[config.mk]
export PLATFORM = sky130hd
export DESIGN_NAME = dsd9_bus_arbiter_flat
export DESIGN_NICKNAME = d
export VERILOG_FILES = /design/src/rtl/dsd9_bus_arbiter_if.sv /design/src/rtl/dsd9_bus_arbiter.sv /design/src/flat_wrapper.sv
export SDC_FILE = /design/constraint.sdc
export NUM_CORES = 1
export LEC_CHECK = 0
export CAP_MARGIN = 30
export CELL_PAD_IN_SITES_DETAIL_PLACEMENT = 1
export CELL_PAD_IN_SITES_GLOBAL_PLACEMENT = 2
export CORE_AREA = 2 2 370 372
export DETAILED_ROUTE_END_ITERATION = 7
export DIE_AREA = 0 0 372 374
export PLACE_DENSITY_LB_ADDON = 0.1
export SLEW_MARGIN = 20
export SYNTH_ARGS = -nofsm -noshare
export SYNTH_HDL_FRONTEND = slang
export SYNTH_SLANG_ARGS = --single-unit
[constraint.sdc]
create_clock -name clk_i -period 2.24 [get_ports clk_i]
set_input_delay 0.448 -clock clk_i [delete_from_list [all_inputs] [get_ports clk_i]]
set_output_delay 0.448 -clock clk_i [all_outputs]
set_load 0.05 [all_outputs]
[src/rtl/dsd9_bus_arbiter_if.sv]
// ---------------------------------------------------------------------------
// dsd9_bus_arbiter_if
// Bundles every bus signal around the DSD9 two-master arbiter: the two
// master-side request/return groups (m0_*, m1_*), the shared slave-side bus
// (s_*), the one-hot grant and the captured timeout address.
//
// Modports:
//   master : arbiter view. Reads master requests and slave responses, drives
//            the shared bus, master returns, grant and err_adr_o.
//   slave  : environment view (masters + slaves). Mirror of master.
// ---------------------------------------------------------------------------
interface dsd9_bus_arbiter_if;
    // master 0
    logic         m0_cyc_i;
    logic         m0_stb_i;
    logic         m0_wr_i;
    logic [15:0]  m0_sel_i;
    logic [31:0]  m0_adr_i;
    logic [127:0] m0_dat_i;
    logic         m0_ack_o;
    logic         m0_err_o;
    logic [127:0] m0_dat_o;
    // master 1
    logic         m1_cyc_i;
    logic         m1_stb_i;
    logic         m1_wr_i;
    logic [15:0]  m1_sel_i;
    logic [31:0]  m1_adr_i;
    logic [127:0] m1_dat_i;
    logic         m1_ack_o;
    logic         m1_err_o;
    logic [127:0] m1_dat_o;
    // shared slave-side bus
    logic         s_cyc_o;
    logic         s_stb_o;
    logic         s_wr_o;
    logic [15:0]  s_sel_o;
    logic [31:0]  s_adr_o;
    logic [127:0] s_dat_o;
    logic         s_ack_i;
    logic [127:0] s_dat_i;
    // status
    logic [1:0]   gnt_o;
    logic [31:0]  err_adr_o;

    modport master (
        input  m0_cyc_i, m0_stb_i, m0_wr_i, m0_sel_i, m0_adr_i, m0_dat_i,
        output m0_ack_o, m0_err_o, m0_dat_o,
        input  m1_cyc_i, m1_stb_i, m1_wr_i, m1_sel_i, m1_adr_i, m1_dat_i,
        output m1_ack_o, m1_err_o, m1_dat_o,
        output s_cyc_o, s_stb_o, s_wr_o, s_sel_o, s_adr_o, s_dat_o,
        input  s_ack_i, s_dat_i,
        output gnt_o, err_adr_o
    );

    modport slave (
        output m0_cyc_i, m0_stb_i, m0_wr_i, m0_sel_i, m0_adr_i, m0_dat_i,
        input  m0_ack_o, m0_err_o, m0_dat_o,
        output m1_cyc_i, m1_stb_i, m1_wr_i, m1_sel_i, m1_adr_i, m1_dat_i,
        input  m1_ack_o, m1_err_o, m1_dat_o,
        input  s_cyc_o, s_stb_o, s_wr_o, s_sel_o, s_adr_o, s_dat_o,
        output s_ack_i, s_dat_i,
        input  gnt_o, err_adr_o
    );
endinterface

[src/rtl/dsd9_bus_arbiter.sv]
// ---------------------------------------------------------------------------
// dsd9_bus_arbiter
// Two-master round-robin arbiter for the 128-bit DSD9 system bus. A grant is
// held for the owner's whole cyc tenure; one IDLE cycle always separates two
// tenures. A watchdog raises a one-cycle error to the owner after TIMEOUT
// strobed cycles without an ack and records the failing address.
//
// Ports:
//   clk_i : system clock
//   rst_i : asynchronous active-low reset
//   bus   : dsd9_bus_arbiter_if.master (m0_*, m1_*, s_*, gnt_o, err_adr_o)
//
// Parameters:
//   TIMEOUT : strobed cycles without ack before a bus error (2..65535)
// ---------------------------------------------------------------------------
module dsd9_bus_arbiter #(
    parameter int TIMEOUT = 64
) (
    input  logic                      clk_i,
    input  logic                      rst_i,
    dsd9_bus_arbiter_if.master        bus
);

    typedef enum logic [1:0] {
        IDLE = 2'd0,
        OWN0 = 2'd1,
        OWN1 = 2'd2
    } state_t;

    localparam logic [15:0] TMO_LAST = 16'(TIMEOUT - 1);

    state_t       state_q, state_d;
    logic         last_q, last_d;      // master granted most recently
    logic [15:0]  tmo_q, tmo_d;
    logic [31:0]  err_adr_q, err_adr_d;

    logic         own0, own1;
    logic         s_cyc, s_stb, s_wr;
    logic [15:0]  s_sel;
    logic [31:0]  s_adr;
    logic [127:0] s_dat;
    logic         expire;

    assign own0 = (state_q == OWN0);
    assign own1 = (state_q == OWN1);

    // Shared bus: AND-OR mux of the owner's signals, all-zero in IDLE.
    always_comb begin
        s_cyc = 1'b0;
        s_stb = 1'b0;
        s_wr  = 1'b0;
        s_sel = '0;
        s_adr = '0;
        s_dat = '0;
        if (own0) begin
            s_cyc = bus.m0_cyc_i;
            s_stb = bus.m0_stb_i;
            s_wr  = bus.m0_wr_i;
            s_sel = bus.m0_sel_i;
            s_adr = bus.m0_adr_i;
            s_dat = bus.m0_dat_i;
        end else if (own1) begin
            s_cyc = bus.m1_cyc_i;
            s_stb = bus.m1_stb_i;
            s_wr  = bus.m1_wr_i;
            s_sel = bus.m1_sel_i;
            s_adr = bus.m1_adr_i;
            s_dat = bus.m1_dat_i;
        end
    end

    // An ack arriving on the expiry cycle suppresses the error.
    assign expire = (own0 | own1) & s_stb & ~bus.s_ack_i & (tmo_q == TMO_LAST);

    always_comb begin
        state_d   = state_q;
        last_d    = last_q;
        tmo_d     = tmo_q;
        err_adr_d = err_adr_q;

        unique case (state_q)
            IDLE: begin
                if (bus.m0_cyc_i && bus.m1_cyc_i) begin
                    // Tie: the master that did not win last time goes first.
                    state_d = last_q ? OWN0 : OWN1;
                    last_d  = ~last_q;
                end else if (bus.m0_cyc_i) begin
                    state_d = OWN0;
                    last_d  = 1'b0;
                end else if (bus.m1_cyc_i) begin
                    state_d = OWN1;
                    last_d  = 1'b1;
                end
            end
            OWN0:    if (!bus.m0_cyc_i) state_d = IDLE;
            OWN1:    if (!bus.m1_cyc_i) state_d = IDLE;
            default: state_d = IDLE;
        endcase

        if (state_q == IDLE || !s_stb || bus.s_ack_i || expire) begin
            tmo_d = '0;
        end else begin
            tmo_d = tmo_q + 16'd1;
        end

        if (expire) begin
            err_adr_d = s_adr;
        end
    end

    always_ff @(posedge clk_i or negedge rst_i) begin
        if (!rst_i) begin
            state_q   <= IDLE;
            last_q    <= 1'b1;
            tmo_q     <= '0;
            err_adr_q <= '0;
        end else begin
            state_q   <= state_d;
            last_q    <= last_d;
            tmo_q     <= tmo_d;
            err_adr_q <= err_adr_d;
        end
    end

    assign bus.s_cyc_o   = s_cyc;
    assign bus.s_stb_o   = s_stb;
    assign bus.s_wr_o    = s_wr;
    assign bus.s_sel_o   = s_sel;
    assign bus.s_adr_o   = s_adr;
    assign bus.s_dat_o   = s_dat;

    assign bus.m0_ack_o  = bus.s_ack_i & own0;
    assign bus.m1_ack_o  = bus.s_ack_i & own1;
    assign bus.m0_err_o  = expire & own0;
    assign bus.m1_err_o  = expire & own1;
    assign bus.m0_dat_o  = own0 ? bus.s_dat_i : '0;
    assign bus.m1_dat_o  = own1 ? bus.s_dat_i : '0;

    assign bus.gnt_o     = {own1, own0};
    assign bus.err_adr_o = err_adr_q;

endmodule

[src/flat_wrapper.sv]
// flat-port wrapper written by rule: the top's interface ports become plain ports
module dsd9_bus_arbiter_flat 
#(
    parameter int TIMEOUT = 64
)
  (clk_i, rst_i, bus_m0_cyc_i, bus_m0_stb_i, bus_m0_wr_i, bus_m0_sel_i, bus_m0_adr_i, bus_m0_dat_i, bus_m0_ack_o, bus_m0_err_o, bus_m0_dat_o, bus_m1_cyc_i, bus_m1_stb_i, bus_m1_wr_i, bus_m1_sel_i, bus_m1_adr_i, bus_m1_dat_i, bus_m1_ack_o, bus_m1_err_o, bus_m1_dat_o, bus_s_cyc_o, bus_s_stb_o, bus_s_wr_o, bus_s_sel_o, bus_s_adr_o, bus_s_dat_o, bus_s_ack_i, bus_s_dat_i, bus_gnt_o, bus_err_adr_o);
  dsd9_bus_arbiter_if bus_i ();
  input  logic clk_i;
  input  logic rst_i;
  input wire logic [$bits(bus_i.m0_cyc_i)-1:0] bus_m0_cyc_i;
  input wire logic [$bits(bus_i.m0_stb_i)-1:0] bus_m0_stb_i;
  input wire logic [$bits(bus_i.m0_wr_i)-1:0] bus_m0_wr_i;
  input wire logic [$bits(bus_i.m0_sel_i)-1:0] bus_m0_sel_i;
  input wire logic [$bits(bus_i.m0_adr_i)-1:0] bus_m0_adr_i;
  input wire logic [$bits(bus_i.m0_dat_i)-1:0] bus_m0_dat_i;
  output wire logic [$bits(bus_i.m0_ack_o)-1:0] bus_m0_ack_o;
  output wire logic [$bits(bus_i.m0_err_o)-1:0] bus_m0_err_o;
  output wire logic [$bits(bus_i.m0_dat_o)-1:0] bus_m0_dat_o;
  input wire logic [$bits(bus_i.m1_cyc_i)-1:0] bus_m1_cyc_i;
  input wire logic [$bits(bus_i.m1_stb_i)-1:0] bus_m1_stb_i;
  input wire logic [$bits(bus_i.m1_wr_i)-1:0] bus_m1_wr_i;
  input wire logic [$bits(bus_i.m1_sel_i)-1:0] bus_m1_sel_i;
  input wire logic [$bits(bus_i.m1_adr_i)-1:0] bus_m1_adr_i;
  input wire logic [$bits(bus_i.m1_dat_i)-1:0] bus_m1_dat_i;
  output wire logic [$bits(bus_i.m1_ack_o)-1:0] bus_m1_ack_o;
  output wire logic [$bits(bus_i.m1_err_o)-1:0] bus_m1_err_o;
  output wire logic [$bits(bus_i.m1_dat_o)-1:0] bus_m1_dat_o;
  output wire logic [$bits(bus_i.s_cyc_o)-1:0] bus_s_cyc_o;
  output wire logic [$bits(bus_i.s_stb_o)-1:0] bus_s_stb_o;
  output wire logic [$bits(bus_i.s_wr_o)-1:0] bus_s_wr_o;
  output wire logic [$bits(bus_i.s_sel_o)-1:0] bus_s_sel_o;
  output wire logic [$bits(bus_i.s_adr_o)-1:0] bus_s_adr_o;
  output wire logic [$bits(bus_i.s_dat_o)-1:0] bus_s_dat_o;
  input wire logic [$bits(bus_i.s_ack_i)-1:0] bus_s_ack_i;
  input wire logic [$bits(bus_i.s_dat_i)-1:0] bus_s_dat_i;
  output wire logic [$bits(bus_i.gnt_o)-1:0] bus_gnt_o;
  output wire logic [$bits(bus_i.err_adr_o)-1:0] bus_err_adr_o;
  assign bus_i.m0_cyc_i = bus_m0_cyc_i;
  assign bus_i.m0_stb_i = bus_m0_stb_i;
  assign bus_i.m0_wr_i = bus_m0_wr_i;
  assign bus_i.m0_sel_i = bus_m0_sel_i;
  assign bus_i.m0_adr_i = bus_m0_adr_i;
  assign bus_i.m0_dat_i = bus_m0_dat_i;
  assign bus_m0_ack_o = bus_i.m0_ack_o;
  assign bus_m0_err_o = bus_i.m0_err_o;
  assign bus_m0_dat_o = bus_i.m0_dat_o;
  assign bus_i.m1_cyc_i = bus_m1_cyc_i;
  assign bus_i.m1_stb_i = bus_m1_stb_i;
  assign bus_i.m1_wr_i = bus_m1_wr_i;
  assign bus_i.m1_sel_i = bus_m1_sel_i;
  assign bus_i.m1_adr_i = bus_m1_adr_i;
  assign bus_i.m1_dat_i = bus_m1_dat_i;
  assign bus_m1_ack_o = bus_i.m1_ack_o;
  assign bus_m1_err_o = bus_i.m1_err_o;
  assign bus_m1_dat_o = bus_i.m1_dat_o;
  assign bus_s_cyc_o = bus_i.s_cyc_o;
  assign bus_s_stb_o = bus_i.s_stb_o;
  assign bus_s_wr_o = bus_i.s_wr_o;
  assign bus_s_sel_o = bus_i.s_sel_o;
  assign bus_s_adr_o = bus_i.s_adr_o;
  assign bus_s_dat_o = bus_i.s_dat_o;
  assign bus_i.s_ack_i = bus_s_ack_i;
  assign bus_i.s_dat_i = bus_s_dat_i;
  assign bus_gnt_o = bus_i.gnt_o;
  assign bus_err_adr_o = bus_i.err_adr_o;
  dsd9_bus_arbiter #(.TIMEOUT(TIMEOUT)) u_core (.clk_i(clk_i), .rst_i(rst_i), .bus(bus_i));
endmodule
==> results of run 1 <==
==> repair_timing <==
| item | in CTS | in global routing |
|---|---|---|
| pin swaps | 22 | 45 |
| resized for setup | 210 | 188 |
| endpoints found under the hold margin | 0 | 0 |
| setup endpoints to repair | 462 | 484 |
| hold buffers | 0 | 0 |
| cloned | 37 | 22 |
| setup buffers | 47 | 20 |
==> Yosys cell counts (all sizes together) (2+ instances only) <==
cell	instances	area (sq um)
nand2	40	153
and3	2	12.5
mux2	32	473
xor2	2	17.5
buf	12	85.1
and2	258	1610
ha	4	50.1
inv	5	18.8
nor3	2	10.0
a21oi	4	20.0
clkbuf	66	249
o21ai	16	80.1
or4	2	22.5
nor2	18	67.6
o22ai	2	12.5
xnor2	11	96.3
nand3	7	35.0
nand4	4	25.0
nor4	6	52.6
dfrtp	50	1250
a22o	164	1440
==> cells in the final DEF (no fill, tap or decap), types with 2 or more instances in the layout <==
cell type and n:
buf_6 16, buf_12 476, o21ai_4 3, inv_2 2
a21oi_1 3, and2_2 38, nand2_1 35, buf_4 96
a22o_4 157, nor4_1 5, buf_16 40, ha_4 3
clkbuf_16 23, clkinvlp_4 2, nand2_4 2, and2_4 119
xor2_1 2, clkdlybuf4s50_1 510, nor2_1 18, nand4_1 4
dfrtp_1 50, diode_2 4, o21ai_2 12, or4_4 2
xnor2_1 11, nand2_2 2, and3_4 2, nand3_1 7
mux2_4 30, and2_1 101, a22o_2 6, o22ai_1 2
mux2_2 2, bufbuf_16 6, inv_1 3, buf_8 15
nor3_1 2
==> cell type report <==
class | count | area, sq um | share of cell area, %
Clock buffer | 5 | 125 | 0.458
Multi-Input combinational cell | 581 | 6140 | 22.5
Sequential cell | 51 | 1280 | 4.67
Clock inverter | 3 | 20.0 | 0.0732
Inverter | 5 | 18.8 | 0.0687
Tap cell | 1781 | 2230 | 8.15
Timing Repair Buffer | 1178 | 17500 | 64.1
Antenna cell | 4 | 10.0 | 0.0366
==> worst reg2reg max path, stage by stage (launching register included) <==
cell and delay (ns):
dfrtp_1 0.38, inv_2 0.07, ha_4 0.25, or4bb_4 0.46
nor4_4 0.14, buf_4 0.18, buf_6 0.12, nand2_8 0.07
clkbuf_16 0.21, mux2_4 0.32
==> per-layer routing <==
metal | vias to the layer above | part of all wire (%) | track usage, %
met3 | 94 | 8.1 | 4.94
met2 | 419 | 53 | 24.3
met4 | 66 | 0.54 | 0.905
met5 | - | 0.42 | 0
li1 | 4776 | - | -
met1 | 5175 | 38 | 14.9
==> sequential cells by signal, summed over array words and instances, names as in the netlist <==
signal	cells
u_core.bus.err_adr_o	32
u_core.last_q	1
u_core.state_q	2
u_core.tmo_q	16
==> kinds of logic after synthesis <==
kind of cell               share of synthesized area (%)
DFF                                                 21.8
xor gates and xnor gates                            1.94
muxes                                               8.07
AOI/OAI and AO/OA                                   26.7
and+or+nand+nor                                     34.7
adders and majority gates                          0.854
buffers and inverters                               6.02
==> through the flow <==
stage	area, sq um	power, mW	worst slack [ns]
2_1_floorplan	6450	12.7	-0.183
3_3_place_gp	23400	27.9	-0.204
3_5_place_dp	23400	27.8	-0.206
4_1_cts	26100	33.2	-0.487
5_1_grt	27300	35.5	-0.445
6_report	27300	34.2	-0.375
==> report_power, final <==
part	total (mW)	switching [mW]	internal, mW	leakage, nW
Sequential	0.974	0.0210	0.953	0.707
Combinational	32.4	16.3	16.1	10.4
Clock	0.836	0.421	0.415	0.0658
Total	34.2	16.7	17.5	11.2
==> path summary, 6_finish.rpt <==
| path | startpoint | end | slack [ns] | cells past startpoint |
|---|---|---|---|---|
| min reg2reg | u_core.bus.err_adr_o[29] | u_core.bus.err_adr_o[29] | 0.51 | 1 |
| min in group clk_i | u_core.bus.err_adr_o[29] | u_core.bus.err_adr_o[29] | 0.51 | 1 |
| max in group asynchronous | rst_i | u_core.tmo_q[15] | 1.46 | 2 |
| max | u_core.state_q[1] | bus_s_dat_o[7] | -0.37 | 10 |
| min | rst_i | u_core.bus.err_adr_o[10] | 0.15 | 1 |
| max reg2reg | u_core.state_q[1] | u_core.bus.err_adr_o[13] | -0.07 | 9 |
==> flow_summary_export.csv, run 1 <==
group,metric,value,unit
timing,tightestPinTransition,0.675,ns
place,hpwl,79.2,mm
clock_network,cts_made_buffers,5,
cells_and_area,post_route_cells_drive_above_1_share,58.3,%
clock_network,cts_max_level,2,
logic_synthesis,syn_avg_cell_area,8.20,sq um
logic_synthesis,synth_edf_count,0,
grt,grt_pass1_vias,11400,
setup_path,start_kind,"flop",
route,post_drt_wl_per_cell,27.5,um
setup_path,crit_buf_inv,7,
timing,rsz0062_at_grt,"true",
clock_network,clk_pin_slew_worst_paths,0.08,ns
setup_path,path_max_fanout,7,
route,drt-initial-drc-count,228,
place,dp.cells,3481,
setup_path,cp_slowest_stage_delay,0.41,ns
die,core-area,135000,sq um
grt,overflow,0,
timing,tns,-95.01,ns
timing,fin_crit_sh,117,%
clock_network,cts_max_path_buffers,2,
timing,holdWs,0.149,ns
route,ant_nets,0,
worst_hold_path,holdCritPathClass,"in2async",
die,row_count,135,
timing,max_freq,382,MHz
cells_and_area,final_cells,3608,
power,p_leak,11.2,nW
timing,setup_violations,468,
setup_path,path_cells,"inv_2 -> buf_6 -> ha_4 -> nor2b_4 -> buf_12 -> buf_6 -> buf_6 -> clkbuf_16 -> a22o_4 -> buf_12",
timing,drv_slew,0,
route,first_pass_iters,4,
route,drt-total-wl,99.4,mm
die,start_util,4.34,%
route,drc,0,
logic_synthesis,ys_warn_count,0,
grt,grt_pass1_wl,122,mm
logic_synthesis,synth_seq_cells,51,
place,place.gp.congestion,0.851,
timing,hold_viol,0,
setup_path,cp.arrival,2.17,ns
clock_network,cts_tree,"done",
logic_synthesis,synth_nets,1208,
run,drv_cap,0,
setup_path,critPathTopFamily,"buffers and inverters",
timing,min_period,2.61,ns
setup_path,critPathRequiredTime,1.79,ns
power,power_density,1250,nW/um^2
status,failed_checks,"negative setup slack",
die,die_x,372,um
logic_synthesis,synth_cell_types,36,
clock_network,clk_latency,0.32,ns
cells_and_area,area_growth,366,%
clock_network,ctsRootBufferMaster,"clkbuf_16",
route,vias,10500,
grt,grt_util_all_layers,13.2,%
grt,grt_max_degree,64,
route,via_per_inst,2.92,
logic_synthesis,async_flop_share,100,%
die,chipHeight,374,um
timing,fin_skew,0.0143,ns
die,io-pin-count,962,
setup_path,cpMostUsedCell,"buf_6",
setup_path,path_class,"reg2out",
logic_synthesis,synthFlopType,"dfrtp_1",
cells_and_area,fin_nets,2315,
cells_and_area,fill_cells,15000,
setup_path,endpoint_kind,"primary output",
logic_synthesis,yosysSeqAreaShare,21.8,%
power,irDropWorstVdd,414,uV
timing,setup_ws,-0.375,ns
setup_path,cp_slowest_cell,"dfrtp_1",
place,portBuffers,961,
die,die_area,139000,sq um
cells_and_area,utilization,20.3,%
timing,slew_headroom,55.0,%
logic_synthesis,netlist_area,5860,sq um
clock_network,clock-sinks,51,
grt,antenna_found_initial,62,
logic_synthesis,synthCells,715,
status,status,"finished with violations",
Power figures use the tool's default switching activity.
==> run 2, diff against run 1 <==
- SETUP_SLACK_MARGIN: default -> 0.4
- SKIP_LAST_GASP: default -> 1
- TNS_END_PERCENT: default -> 20
==> run 2 against run 1 <==
The flow still finishes with violations (negative setup slack). Die area did not move. Via count fell by 3.5%. Cell count fell by 1.1%. Design area fell by 6.6%. Non-clock buffer count fell by 43. Flip-flop and latch count did not move. Largest cell class unchanged.
==> flow_summary_export.csv, run 2 (synthesis results as in run 1) <==
group,metric,value,unit
clock_network,ctsRootBufferMaster,"clkbuf_16",
setup_path,cpMostUsedCell,"buf_12",
timing,min_period,2.72,ns
place,place.gp.congestion,0.856,
die,core-area,135000,sq um
die,die_x,372,um
setup_path,r2r_end,"u_core.bus.err_adr_o[13]",
route,first_pass_iters,4,
grt,grt_max_degree,41,
die,die_area,139000,sq um
timing,max_freq,368,MHz
setup_path,cp.arrival,2.27,ns
setup_path,endpoint_kind,"primary output",
route,ant_nets,0,
cells_and_area,multi_input_area,5560,sq um
power,irDropWorstVdd,503,uV
route,via_per_inst,2.85,
setup_path,reg2reg_depth,12,
setup_path,path_max_fanout,11,
clock_network,cts_made_buffers,5,
status,failed_checks,"negative setup slack",
route,vias,10200,
setup_path,path_cells,"buf_6 -> buf_6 -> ha_4 -> nor2b_4 -> buf_12 -> buf_12 -> buf_12 -> buf_16 -> a22o_4 -> buf_12",
setup_path,rrSetupSlack,-0.15,ns
setup_path,cp_slowest_cell,"dfrtp_1",
timing,slew_headroom,51.3,%
setup_path,critPathRequiredTime,1.79,ns
setup_path,reg2reg_from,"u_core.state_q[1]",
timing,rsz0062_at_grt,"true",
route,drt-total-wl,90.6,mm
cells_and_area,final_common_cell,"clkdlybuf4s50_1",
clock_network,cts_max_level,2,
timing,hold_viol,0,
route,drt-initial-drc-count,327,
clock_network,clk_latency,0.32,ns
cells_and_area,area_growth,335,%
route,drc,0,
power,power_density,1220,nW/um^2
cells_and_area,fin_nets,2272,
timing,holdWs,0.177,ns
clock_network,cts_hold_buf,0,
grt,antenna_found_initial,28,
die,start_util,4.34,%
grt,overflow,0,
cells_and_area,largest_reg_flops,32,
run,drv_cap,0,
place,portBuffers,961,
cells_and_area,final_cells,3567,
timing,setup_violations,469,
setup_path,cp_slowest_stage_delay,0.41,ns
cells_and_area,mostFrequentLayoutCells,"515 x clkdlybuf4s50_1, 462 x buf_12, 256 x and2_1",
timing,fin_crit_sh,121,%
setup_path,crit_path_start,"u_core.state_q[1]",
clock_network,clk_pin_slew_worst_paths,0.09,ns
die,row_count,135,
grt,grt_pass1_wl,115,mm
route,post_drt_wl_per_cell,25.4,um
cells_and_area,seqCellArea,1280,sq um
place,dp.cells,3494,
clock_network,cts_tree,"done",
place,place_area,23700,sq um
setup_path,path_class,"reg2out",
die,io-pin-count,962,
cells_and_area,design_area,25500,sq um
place,hpwl,78.3,mm
timing,fin_skew,0.0207,ns
timing,setup_ws,-0.476,ns
cells_and_area,post_route_cells_drive_above_1_share,46.1,%
cells_and_area,fill_cells,15100,
die,chipHeight,374,um
timing,drv_slew,0,
setup_path,start_kind,"flop",
grt,grt_pass1_vias,11400,
setup_path,crit_end,"bus_s_dat_o[123]",
power,p_leak,10.3,nW
status,status,"finished with violations",
timing,tightestPinTransition,0.731,ns
worst_hold_path,holdCritPathClass,"in2async",
clock_network,clock-sinks,51,
grt,grt_util_all_layers,12.3,%
clock_network,cts_max_path_buffers,2,
## run 2: cell types whose count changed in the layout (fill, tap and decap cells not counted), moves of 23 or more
cell	before	now
and2_4	119	2
a22o_1	1	35
and2_2	38	0
buf_16	40	17
and2_1	101	256
a22o_4	157	128
## run 2: final cells by class
cell class              count  share of cell area [%]
repair buffers           1135                    63.8
diodes                      6                  0.0588
clock inverters             2                  0.0490
inverters                   5                  0.0735
flip-flops and latches     51                    5.01
well taps                1781                    8.73
multi-input cells         581                    21.8
clock buffers               6                   0.505
## run 2: where the power goes
part,internal (mW),switching [mW]
clock,0.416,0.423
combinational,13.9,15.5
sequential,0.953,0.0218
total,15.3,15.9
## run 2: through the flow
step / util (%) / power (mW) / setup WS (ns) / setup TNS, ns
after floorplan: - / 13.2 / -0.299 / -5.23
after global placement: 17.6 / 28.3 / -0.191 / -14.51
after detailed placement: 17.6 / 28.3 / -0.213 / -11.12
after CTS: 18.6 / 31.5 / -0.527 / -140.49
after global routing: 18.9 / 32.4 / -0.549 / -175.69
final: 18.9 / 31.2 / -0.476 / -125.13
## run 2: critical path: cells and delay by family (launching register included)
| kind | cells | cell delay [ns] |
|---|---|---|
| buf+inv | 7 | 0.96 |
| compound gates | 1 | 0.26 |
| simple gates | 1 | 0.12 |
| fa+ha+maj | 1 | 0.15 |
| flops | 1 | 0.41 |
## run 2: worst min path at each step
stage | end
after floorplan | u_core.bus.err_adr_o[0]
after global placement | u_core.bus.err_adr_o[28]
after detailed placement | u_core.bus.err_adr_o[2]
after CTS | u_core.bus.err_adr_o[14]
after global routing | u_core.bus.err_adr_o[14]
final | u_core.bus.err_adr_o[14]
## run 2: timing repair
| item | CTS | global route |
|---|---|---|
| pin swaps | 5 | 13 |
| buffers inserted | 22 | 20 |
| cloned | 16 | 1 |
| gates resized for setup | 107 | 28 |
| setup endpoints to repair | 518 | 519 |
## run 2: routing by layer
metal	part of all wire (%)	up-vias	routed length, um	track usage (%)
met5	0.21	-	186	0
met4	0.61	30	554	0.502
met3	8.7	59	7860	4.16
met2	55	499	49600	24.1
met1	36	4903	32500	13.0
li1	-	4672	-	-
